<file path="config.mk">
export PLATFORM = sky130hd
export DESIGN_NAME = pipe_ctrl
export DESIGN_NICKNAME = d
export VERILOG_FILES = /design/src/rtl/core_defs.sv /design/src/rtl/hazard_detect.sv /design/src/rtl/pipe_ctrl.sv
export SDC_FILE = /design/constraint.sdc
export NUM_CORES = 1
export LEC_CHECK = 0
export CAP_MARGIN = 10
export CORE_MARGIN = 2
export CORE_UTILIZATION = 34
export DETAILED_ROUTE_END_ITERATION = 16
export PLACE_DENSITY = 0.92
export SYNTH_ARGS = -nofsm -noshare
export SYNTH_HDL_FRONTEND = slang
export SYNTH_HIERARCHICAL = 1
export SYNTH_SLANG_ARGS = --single-unit
</file>
<file path="constraint.sdc">
create_clock -name clk -period 5.6 [get_ports clk]
set_input_delay 1.68 -clock clk [delete_from_list [all_inputs] [get_ports clk]]
set_output_delay 1.68 -clock clk [all_outputs]
set_load 0.01 [all_outputs]
</file>
<file path="src/rtl/core_defs.sv">
// Shared pipeline definitions: controller state encoding, the hard-wired zero
// register and the NOP written into flushed pipeline registers.
package core_defs;

  typedef enum logic [1:0] {
    ST_RUN   = 2'd0,
    ST_FLUSH = 2'd1,
    ST_HOLD  = 2'd2,
    ST_WAIT  = 2'd3
  } state_e;

  localparam logic [4:0]  REG_ZERO = 5'd0;
  localparam logic [31:0] NOP_INSN = 32'h0000_0013;

endpackage

</file>
<file path="src/rtl/hazard_detect.sv">
// Load-use hazard comparator: flags an ID instruction that needs the result of
// a load still sitting in EX.
module hazard_detect
  import core_defs::*;
(
  input  logic [4:0] id_rs1_addr_i,
  input  logic [4:0] id_rs2_addr_i,
  input  logic       id_rs1_ren_i,
  input  logic       id_rs2_ren_i,
  input  logic [4:0] ex_rd_addr_i,
  input  logic       ex_reg_wen_i,
  input  logic       ex_is_load_i,
  output logic       load_use_o
);

  logic rs1_hit;
  logic rs2_hit;
  logic ex_load_writes;

  // x0 is never written, so a load targeting it can never create a dependency.
  assign ex_load_writes = ex_is_load_i & ex_reg_wen_i & (ex_rd_addr_i != REG_ZERO);
  assign rs1_hit        = id_rs1_ren_i & (id_rs1_addr_i == ex_rd_addr_i);
  assign rs2_hit        = id_rs2_ren_i & (id_rs2_addr_i == ex_rd_addr_i);
  assign load_use_o     = ex_load_writes & (rs1_hit | rs2_hit);

endmodule

</file>
<file path="src/rtl/pipe_ctrl.sv">
// Hazard and sequencing controller for the five-stage core: arbitrates jumps,
// multi-cycle holds, load-use bubbles and fetch-bus waits into stall/flush/redirect.
module pipe_ctrl
  import core_defs::*;
#(
  parameter int unsigned FLUSH_CYCLES = 1,
  parameter int unsigned BUS_TIMEOUT  = 16
) (
  input  logic        clk,
  input  logic        rst,
  input  logic        jump_en_i,
  input  logic [31:0] jump_addr_i,
  input  logic        hold_req_i,
  input  logic        bus_wait_i,
  input  logic [4:0]  id_rs1_addr_i,
  input  logic [4:0]  id_rs2_addr_i,
  input  logic        id_rs1_ren_i,
  input  logic        id_rs2_ren_i,
  input  logic [4:0]  ex_rd_addr_i,
  input  logic        ex_reg_wen_i,
  input  logic        ex_is_load_i,
  output logic        stall_pc_o,
  output logic        stall_if_id_o,
  output logic        stall_id_ex_o,
  output logic        flush_if_id_o,
  output logic        flush_id_ex_o,
  output logic        jump_en_o,
  output logic [31:0] jump_addr_o,
  output logic        bus_err_o,
  output logic [1:0]  state_o
);

  localparam logic [1:0] FLUSH_LOAD = 2'(FLUSH_CYCLES - 1);
  localparam logic [7:0] WAIT_LAST  = 8'(BUS_TIMEOUT - 1);
  localparam logic [7:0] WAIT_SAT   = 8'hFF;

  state_e     state_q, state_d;
  logic [1:0] flush_cnt_q, flush_cnt_d;
  logic [7:0] wait_cnt_q, wait_cnt_d;

  logic load_use;
  logic hold_active;
  logic stall_pc, stall_if_id, stall_id_ex;
  logic flush_if_id, flush_id_ex;
  logic jump_take, bus_err;

  hazard_detect u_hazard_detect (
    .id_rs1_addr_i (id_rs1_addr_i),
    .id_rs2_addr_i (id_rs2_addr_i),
    .id_rs1_ren_i  (id_rs1_ren_i),
    .id_rs2_ren_i  (id_rs2_ren_i),
    .ex_rd_addr_i  (ex_rd_addr_i),
    .ex_reg_wen_i  (ex_reg_wen_i),
    .ex_is_load_i  (ex_is_load_i),
    .load_use_o    (load_use)
  );

  // An ongoing hold masks jumps; once hold_req_i drops the cycle behaves as RUN.
  assign hold_active = (state_q == ST_HOLD) && hold_req_i;

  always_comb begin
    // NOTE: every signal gets a default before the priority chain, so no path
    // leaves a value unassigned and no latch is inferred.
    state_d     = state_q;
    flush_cnt_d = flush_cnt_q;
    wait_cnt_d  = '0;
    stall_pc    = 1'b0;
    stall_if_id = 1'b0;
    stall_id_ex = 1'b0;
    flush_if_id = 1'b0;
    flush_id_ex = 1'b0;
    jump_take   = 1'b0;
    bus_err     = 1'b0;

    if (jump_en_i && !hold_active) begin
      jump_take   = 1'b1;
      flush_if_id = 1'b1;
      flush_id_ex = 1'b1;
      if (FLUSH_CYCLES > 1) begin
        state_d     = ST_FLUSH;
        flush_cnt_d = FLUSH_LOAD;
      end else begin
        state_d     = ST_RUN;
        flush_cnt_d = '0;
      end
    end else if (state_q == ST_FLUSH) begin
      flush_if_id = 1'b1;
      flush_id_ex = 1'b1;
      if (flush_cnt_q <= 2'd1) begin
        state_d     = ST_RUN;
        flush_cnt_d = '0;
      end else begin
        flush_cnt_d = flush_cnt_q - 2'd1;
      end
    end else if (hold_req_i) begin
      stall_pc    = 1'b1;
      stall_if_id = 1'b1;
      stall_id_ex = 1'b1;
      state_d     = ST_HOLD;
    end else if (load_use && (state_q != ST_WAIT)) begin
      stall_pc    = 1'b1;
      stall_if_id = 1'b1;
      flush_id_ex = 1'b1;
      state_d     = ST_RUN;
    end else if (bus_wait_i) begin
      stall_pc    = 1'b1;
      stall_if_id = 1'b1;
      state_d     = ST_WAIT;
      if (wait_cnt_q == WAIT_LAST) begin
        bus_err    = 1'b1;
        wait_cnt_d = '0;
      end else if (wait_cnt_q != WAIT_SAT) begin
        wait_cnt_d = wait_cnt_q + 8'd1;
      end else begin
        wait_cnt_d = wait_cnt_q;
      end
    end else begin
      state_d = ST_RUN;
    end
  end

  // Outputs are gated by rst so they drop the instant reset asserts; a flush
  // always overrides a stall on the same pipeline register.
  assign stall_pc_o    = rst & stall_pc;
  assign stall_if_id_o = rst & stall_if_id & ~flush_if_id;
  assign stall_id_ex_o = rst & stall_id_ex & ~flush_id_ex;
  assign flush_if_id_o = rst & flush_if_id;
  assign flush_id_ex_o = rst & flush_id_ex;
  assign jump_en_o     = rst & jump_take;
  assign jump_addr_o   = (rst & jump_take) ? jump_addr_i : '0;
  assign bus_err_o     = rst & bus_err;
  assign state_o       = state_q;

  always_ff @(posedge clk or negedge rst) begin
    // NOTE: non-blocking assignments make every register sample the pre-edge
    // value of the others, which is what a flip-flop does.
    if (!rst) begin
      state_q     <= ST_RUN;
      flush_cnt_q <= '0;
      wait_cnt_q  <= '0;
    end else begin
      state_q     <= state_d;
      flush_cnt_q <= flush_cnt_d;
      wait_cnt_q  <= wait_cnt_d;
    end
  end

endmodule
</file>
==> key figures, run 1 <==
Critical path
  – Worst Setup Path Type: in2out
  – Critical Path Sink Type: output port
  – CP max stage cell: or4_1
  – Worst-path fanout max: 3
  – Slowest Stage Delay on Critical Path: 0.56 ns
  – Worst endpoint required time: 3.92 ns
  – Arrival time worst endpoint: about 3.8 ns
  – Worst setup SP type: primary input
  – CP Cell Sequence: clkdlybuf4s50_1 -> or4_1 -> o211ai_2 -> a21oi_2 -> nor2b_1 -> nor4_4 -> and3_1 -> clkdlybuf4s15_1

STA
  – Final Hold Viols: 0
  – Slew Limit Fails: 0
  – Worst hold margin: 0.482 ns
  – Fmax: 182 MHz
  – Post-route clock period utilization: 0.981
  – Min cycle time layout: roughly 5.5 ns
  – Final WS setup: 0.107 ns
  – Worst rel slew slack: 0.718
  – RSZ-0062 raised after global routing: false
  – Clk_skew: 0.00547 ns
  – Setup violators final: 0
  – Slew @ Worst Pin: 0.422 ns

Flow run
  – Max-cap violations: 0

CTS
  – CTS clock-pin slew for the worst setup and hold paths: 0.07 ns
  – TritonCTS buffer count: 3
  – Clk Latency, worst-skew pair: between 0.2 and 0.3 ns
  – TritonCTS Sinks: 12
  – CTS Root Cell: clkbuf_4
  – CTS tree: done
  – Max Root-Sink Buffers: 2
  – H-tree depth: 1

Floorplanning
  – Die ar.: around 3800 um^2
  – Chip Width: 61.6 um
  – Row count: 20
  – Core box area: 3100 um^2
  – Chip Height: 61.6 um
  – Starting Density: 0.363
  – Boundary pin count: 97

Power and ir drop
  – Sw Ratio: 0.262
  – Static Leak: ~0.87 nW
  – Post-route total power: 0.269 mW
  – Comb pwr share: 0.405
  – Power share of the clock group: 0.259
  – Net Switching: 0.0705 mW
  – Reg power frac: 0.337
  – Cell Pwr Density: 123 nW/um^2
  – Maximum VDD drop: about 0.11 mV
  – Internal Power: about 0.20 mW

Placed design
  – Place WS: -0.125 ns
  – Gpl congestion: 0.854
  – Port buffer count: 96
  – Hpwl dp: around 2900 um

Route
  – Residual DRC: 0
  – Routed vias/inst: 4.64
  – Routed vias: 1295
  – DRT Pass-1 Iters: 4
  – DRT iter0 DRCs: 59
  – Routed WL: 3520 um
  – WL/cell: 12.6 um
  – Antenna-violating nets left: 0

Synthesis
  – Async SR Flop Fraction: 1.00
  – Seq cells post-synth: 12
  – Ys Warns: 6
  – Post-Synthesis Cells: between 100 and 150
  – Mean post-synth cell area: roughly 8.3 um^2
  – Post-synth top area share: 0.267
  – Synthesized net count: 193
  – Netlist Area Pre-Place: roughly 1100 um^2
  – Cell accounting for the most synthesized area: dfrtp_1
  – Synth unique cells: 40
  – Main synth FF type: dfrtp_1
  – Synth top area cells: dfrtp_1 27%, and2_1 18%, xor2_1 7.0%, xnor2_1 3.1%, a21oi_1 2.7%
  – Number of flops mapped to enable cells by yosys: 0
  – Register area share after synthesis: 0.267

GRT
  – First-pass GRT wire length: 5150 um
  – Initial antenna violation count: 0
  – Largest net degree at the start of global routing: 34
  – Vias in the first global route: 1124
  – Gr usage total: 0.179
  – Grt total ovfl: 0

Min path
  – Hold Path Class: reg2reg

Final layout
  – Final net count: about 300
  – Area growth from synthesis to layout: 93.9%
  – Diode count: 0
  – Commonest non-fill, non-tap cells in the layout: 92 x clkdlybuf4s50_1, 33 x and2_1, 12 x dfrtp_1
  – Filler cells: 260
  – Commonest non-fill, non-tap cell in the layout: clkdlybuf4s50_1
  – Share of cells above drive strength 1: 0.0809

Outcome
  – Status: finished clean
## logic make-up (layout without fill, tap and decap cells)
logic type | count (synthesis) | in the layout | synth area share
flip-flops | 12 | 12 | 0.267
AND/OR/NAND/NOR | 79 | 79 | 0.430
AO/OA/AOI/OAI | 24 | 24 | 0.151
XOR/XNOR | 13 | 13 | 0.101
adder cells (fa/ha/maj) | 1 | 1 | 0.0111
buffers and inverters | 7 | 106 | 0.0400
## state kept, by name, summed over array words and instances, names as in the netlist
name / count
flush_cnt_q: 2
state_o: 2
wait_cnt_q: 8
## worst paths after layout
path / start / end / slack [ns] / cells after the start
min reg2reg: flush_cnt_q[0] / flush_cnt_q[0] / 0.48 / 1
max in group asynchronous: rst / wait_cnt_q[5] / 3.64 / 2
max: ex_rd_addr_i[3] / bus_err_o / 0.11 / 8
max reg2reg: state_o[0] / wait_cnt_q[0] / 3.89 / 6
min: flush_cnt_q[0] / flush_cnt_q[0] / 0.48 / 1
min in group asynchronous: rst / wait_cnt_q[1] / 1.78 / 2
## layer usage
layer | GRT usage | routed length (um) | vias to the layer above | share of wire
met5 | 0 | 0 | - | 0
met4 | 0.0517 | 45 | 0 | 0.013
met3 | 0.0357 | 365 | 6 | 0.10
met2 | 0.335 | 1730 | 72 | 0.49
met1 | 0.202 | 1370 | 551 | 0.39
li1 | - | - | 666 | -
## timing repair
| action | CTS | global route |
|---|---|---|
| resized for setup | 5 | 2 |
| endpoints found under the hold margin | 0 | 0 |
| pin swaps | 2 | 2 |
| setup endpoints to repair | 4 | 2 |
| setup buffers | 1 | 0 |
| hold buffers | 0 | 0 |
## synthesized netlist by cell type (all sizes together), types with 2 or more instances
cell,number
a31oi,2
nor2,7
or4,2
nor3,4
o21ai,6
nand2b,4
or3,2
xnor2,4
nor2b,4
nor3b,2
nand2,8
a211oi,2
xor2,9
nor4,3
and3,2
buf,5
and2,33
a21oi,6
nand3,6
dfrtp,12
## critical path: cells and delay by family
kind                   cells  cell delay (ns)
AO/OA/AOI/OAI              2             0.22
buffers and inverters      2             0.70
AND/OR/NAND/NOR            4             1.21
## per-stage QoR
step	util	instance area, um^2	cells	TNS, ns
floorplan	-	1130	136	0
global placement	0.687	2130	274	-0.0634
detailed placement	0.687	2130	274	-0.266
CTS	0.702	2180	279	0
global route	0.704	2180	279	0
finish	0.704	2180	279	0
## final cells by class
class	count	area (um^2)	share of cell area
clock buffer	4	36.3	0.0166
inverter	1	3.75	0.00172
multi-input combinational	117	790	0.362
sequential	12	300	0.138
tap	44	55.1	0.0252
timing repair buffer	101	998	0.457
## power groups by stage
stage | registers [mW] | clock network [mW] | logic (mW)
after floorplan | 0.0920 | 0 | 0.0374
after global placement | 0.0925 | 0 | 0.108
after detailed placement | 0.0924 | 0 | 0.110
after CTS | 0.0907 | 0.0708 | 0.110
after global routing | 0.0912 | 0.0742 | 0.117
final | 0.0907 | 0.0697 | 0.109
Note: power is estimated with default switching activity, not from simulation.
==> run 2: changes to the inputs <==
CORE_ASPECT_RATIO = 0.6   (was unset)
==> run 2 against run 1 <==
  * Die area up 0.40%
  * Critical path depth is 1 higher
  * Clock power up 38%
  * Largest cell class unchanged
  * Setup slack improved by 0.061 ns
  * First-iteration DRC count is 25% lower
==> key figures, run 2 (synthesized netlist as in run 1, its figures left out) <==
STA
  – Fmax: between 150 and 200 MHz
  – Clk_skew: 0.00461 ns
  – Slew Limit Fails: 0
  – RSZ-0062 raised after global routing: false
  – Slew @ Worst Pin: 0.384 ns
  – Post-route clock period utilization: 0.970
  – Min cycle time layout: 5.43 ns
  – Worst rel slew slack: 0.742
  – Setup violators final: 0
  – Final Hold Viols: 0
  – Worst hold margin: 0.489 ns
  – Final WS setup: 0.167 ns

Final layout
  – Final cell count without fillers: 280
  – Share of cells above drive strength 1: 0.0894
  – Diode count: 0
  – Area growth from synthesis to layout: 96.9%
  – Largest Register: wait_cnt_q
  – Commonest non-fill, non-tap cell in the layout: clkdlybuf4s50_1
  – Filler cells: 249
  – Commonest non-fill, non-tap cells in the layout: 91 x clkdlybuf4s50_1, 33 x and2_1, 12 x dfrtp_1
  – Max FFs per register: 8
  – Final net count: 293

Placed design
  – Gpl congestion: about 0.92
  – Place WS: -0.0464 ns
  – Port buffer count: 96
  – Placed cells: roughly 280
  – Hpwl dp: 2980 um

CTS
  – Hold Buf Count CTS: 0
  – TritonCTS Sinks: 12
  – TritonCTS buffer count: 3
  – CTS Root Cell: clkbuf_8
  – Clk Latency, worst-skew pair: 0.25 ns
  – H-tree depth: 1
  – Max Root-Sink Buffers: 2
  – Postcts setup bufs: 0
  – CTS clock-pin slew for the worst setup and hold paths: 0.05 ns
  – CTS tree: done

Route
  – Routed vias: about 1300
  – Routed WL: 3820 um
  – DRT Pass-1 Iters: 4
  – Residual DRC: 0
  – Antenna-violating nets left: 0
  – WL/cell: around 14 um
  – DRT iter0 DRCs: 44
  – Routed vias/inst: 4.81

Floorplanning
  – Die ar.: approximately 3800 um^2
  – Core box area: 3200 um^2
  – Starting Density: 0.352
  – Row count: 16
  – Boundary pin count: 97
  – Chip Width: ~78 um
  – Chip Height: 48.6 um

Power and ir drop
  – Sw Ratio: 0.255
  – Cell Pwr Density: 135 nW/um^2
  – Static Leak: 0.889 nW
  – Power share of the clock group: 0.321
  – Comb pwr share: 0.373
  – Internal Power: roughly 0.22 mW
  – Reg power frac: 0.306
  – Post-route total power: 0.299 mW
  – Maximum VDD drop: 0.117 mV
  – Net Switching: between 0.07 and 0.08 mW

Critical path
  – Delay-heaviest family, CP: simple AND/OR/NAND/NOR gates
  – Worst-path fanout max: 3
  – Worst endpoint required time: 3.92 ns
  – CP bufs+invs: 2
  – Slowest Stage Delay on Critical Path: 0.48 ns
  – Worst setup SP type: primary input
  – Arrival time worst endpoint: 3.75 ns
  – Critical Path Sink Type: output port
  – CP Cell Sequence: clkdlybuf4s50_1 -> xor2_1 -> nor4_2 -> nand3_1 -> a21oi_2 -> nor2b_1 -> nor4_4 -> and3_1 -> dlygate4sd2_1
  – Worst Setup Path Type: in2out
  – CP max stage cell: clkdlybuf4s50_1

GRT
  – Gr usage total: 0.196
  – Vias in the first global route: 1186
  – Grt total ovfl: 0
  – Initial antenna violation count: 0
  – Largest net degree at the start of global routing: 34
  – First-pass GRT wire length: 5890 um

Flow run
  – Max-cap violations: 0

Min path
  – Hold Path Class: reg2reg

Outcome
  – Status: finished clean
-- run 2: final timing paths --
kind / endpoint / cells after the start / from / slack (ns)
worst max-delay path: bus_err_o / 9 / ex_rd_addr_i[1] / 0.17
worst min-delay path: flush_cnt_q[0] / 1 / flush_cnt_q[0] / 0.49
worst max register to register: wait_cnt_q[1] / 5 / wait_cnt_q[0] / 3.99
worst min register to register: flush_cnt_q[0] / 1 / flush_cnt_q[0] / 0.49
max in group asynchronous: flush_cnt_q[1] / 2 / rst / 3.62
min in group asynchronous: wait_cnt_q[4] / 2 / rst / 1.80
-- run 2: layout make-up --
cell class	count	area, um^2	area share
clock buffer	4	55.1	0.0248
multi-input combinational	117	802	0.362
tap	45	56.3	0.0254
inverter	1	3.75	0.00169
timing repair buffer	101	1000	0.451
sequential	12	300	0.135
-- run 2: timing repair --
action                     in CTS  in global routing
setup endpoints to repair       4                  2
resized for setup               5                  4
cloned                          0                  0
pin swaps                       1                  0
-- run 2: layer usage --
metal / routed length (um) / up-vias / GRT usage
met5: 0 / - / 0
met4: 42 / 0 / 0.0526
met3: 330 / 6 / 0.0690
met2: 1770 / 65 / 0.309
met1: 1670 / 609 / 0.258
li1: - / 668 / -
-- run 2: power groups by stage --
| stage | Sequential [mW] | Combinational (mW) | Clock [mW] |
|---|---|---|---|
| 6_report | 0.0913 | 0.111 | 0.0960 |
| 2_1_floorplan | 0.0920 | 0.0374 | 0 |
| 3_5_place_dp | 0.0927 | 0.110 | 0 |
| 5_1_grt | 0.0915 | 0.120 | 0.104 |
| 4_1_cts | 0.0911 | 0.111 | 0.0980 |
| 3_3_place_gp | 0.0925 | 0.109 | 0 |
-- run 2: stage by stage --
step	utilization	setup TNS, ns	instance area, um^2
floorplan	-	0	1130
CTS	0.687	0	2200
global route	0.692	0	2220
detailed placement	0.668	-0.131	2140
global placement	0.668	-0.0356	2140
finish	0.692	0	2220
==> run 3: changes to the inputs <==
CTS_CLUSTER_SIZE = 8   (was unset)
SLEW_MARGIN = 20   (was unset)
==> results of run 3 <==
No change in the layout: final DEF, timing and power equal those of run 2.
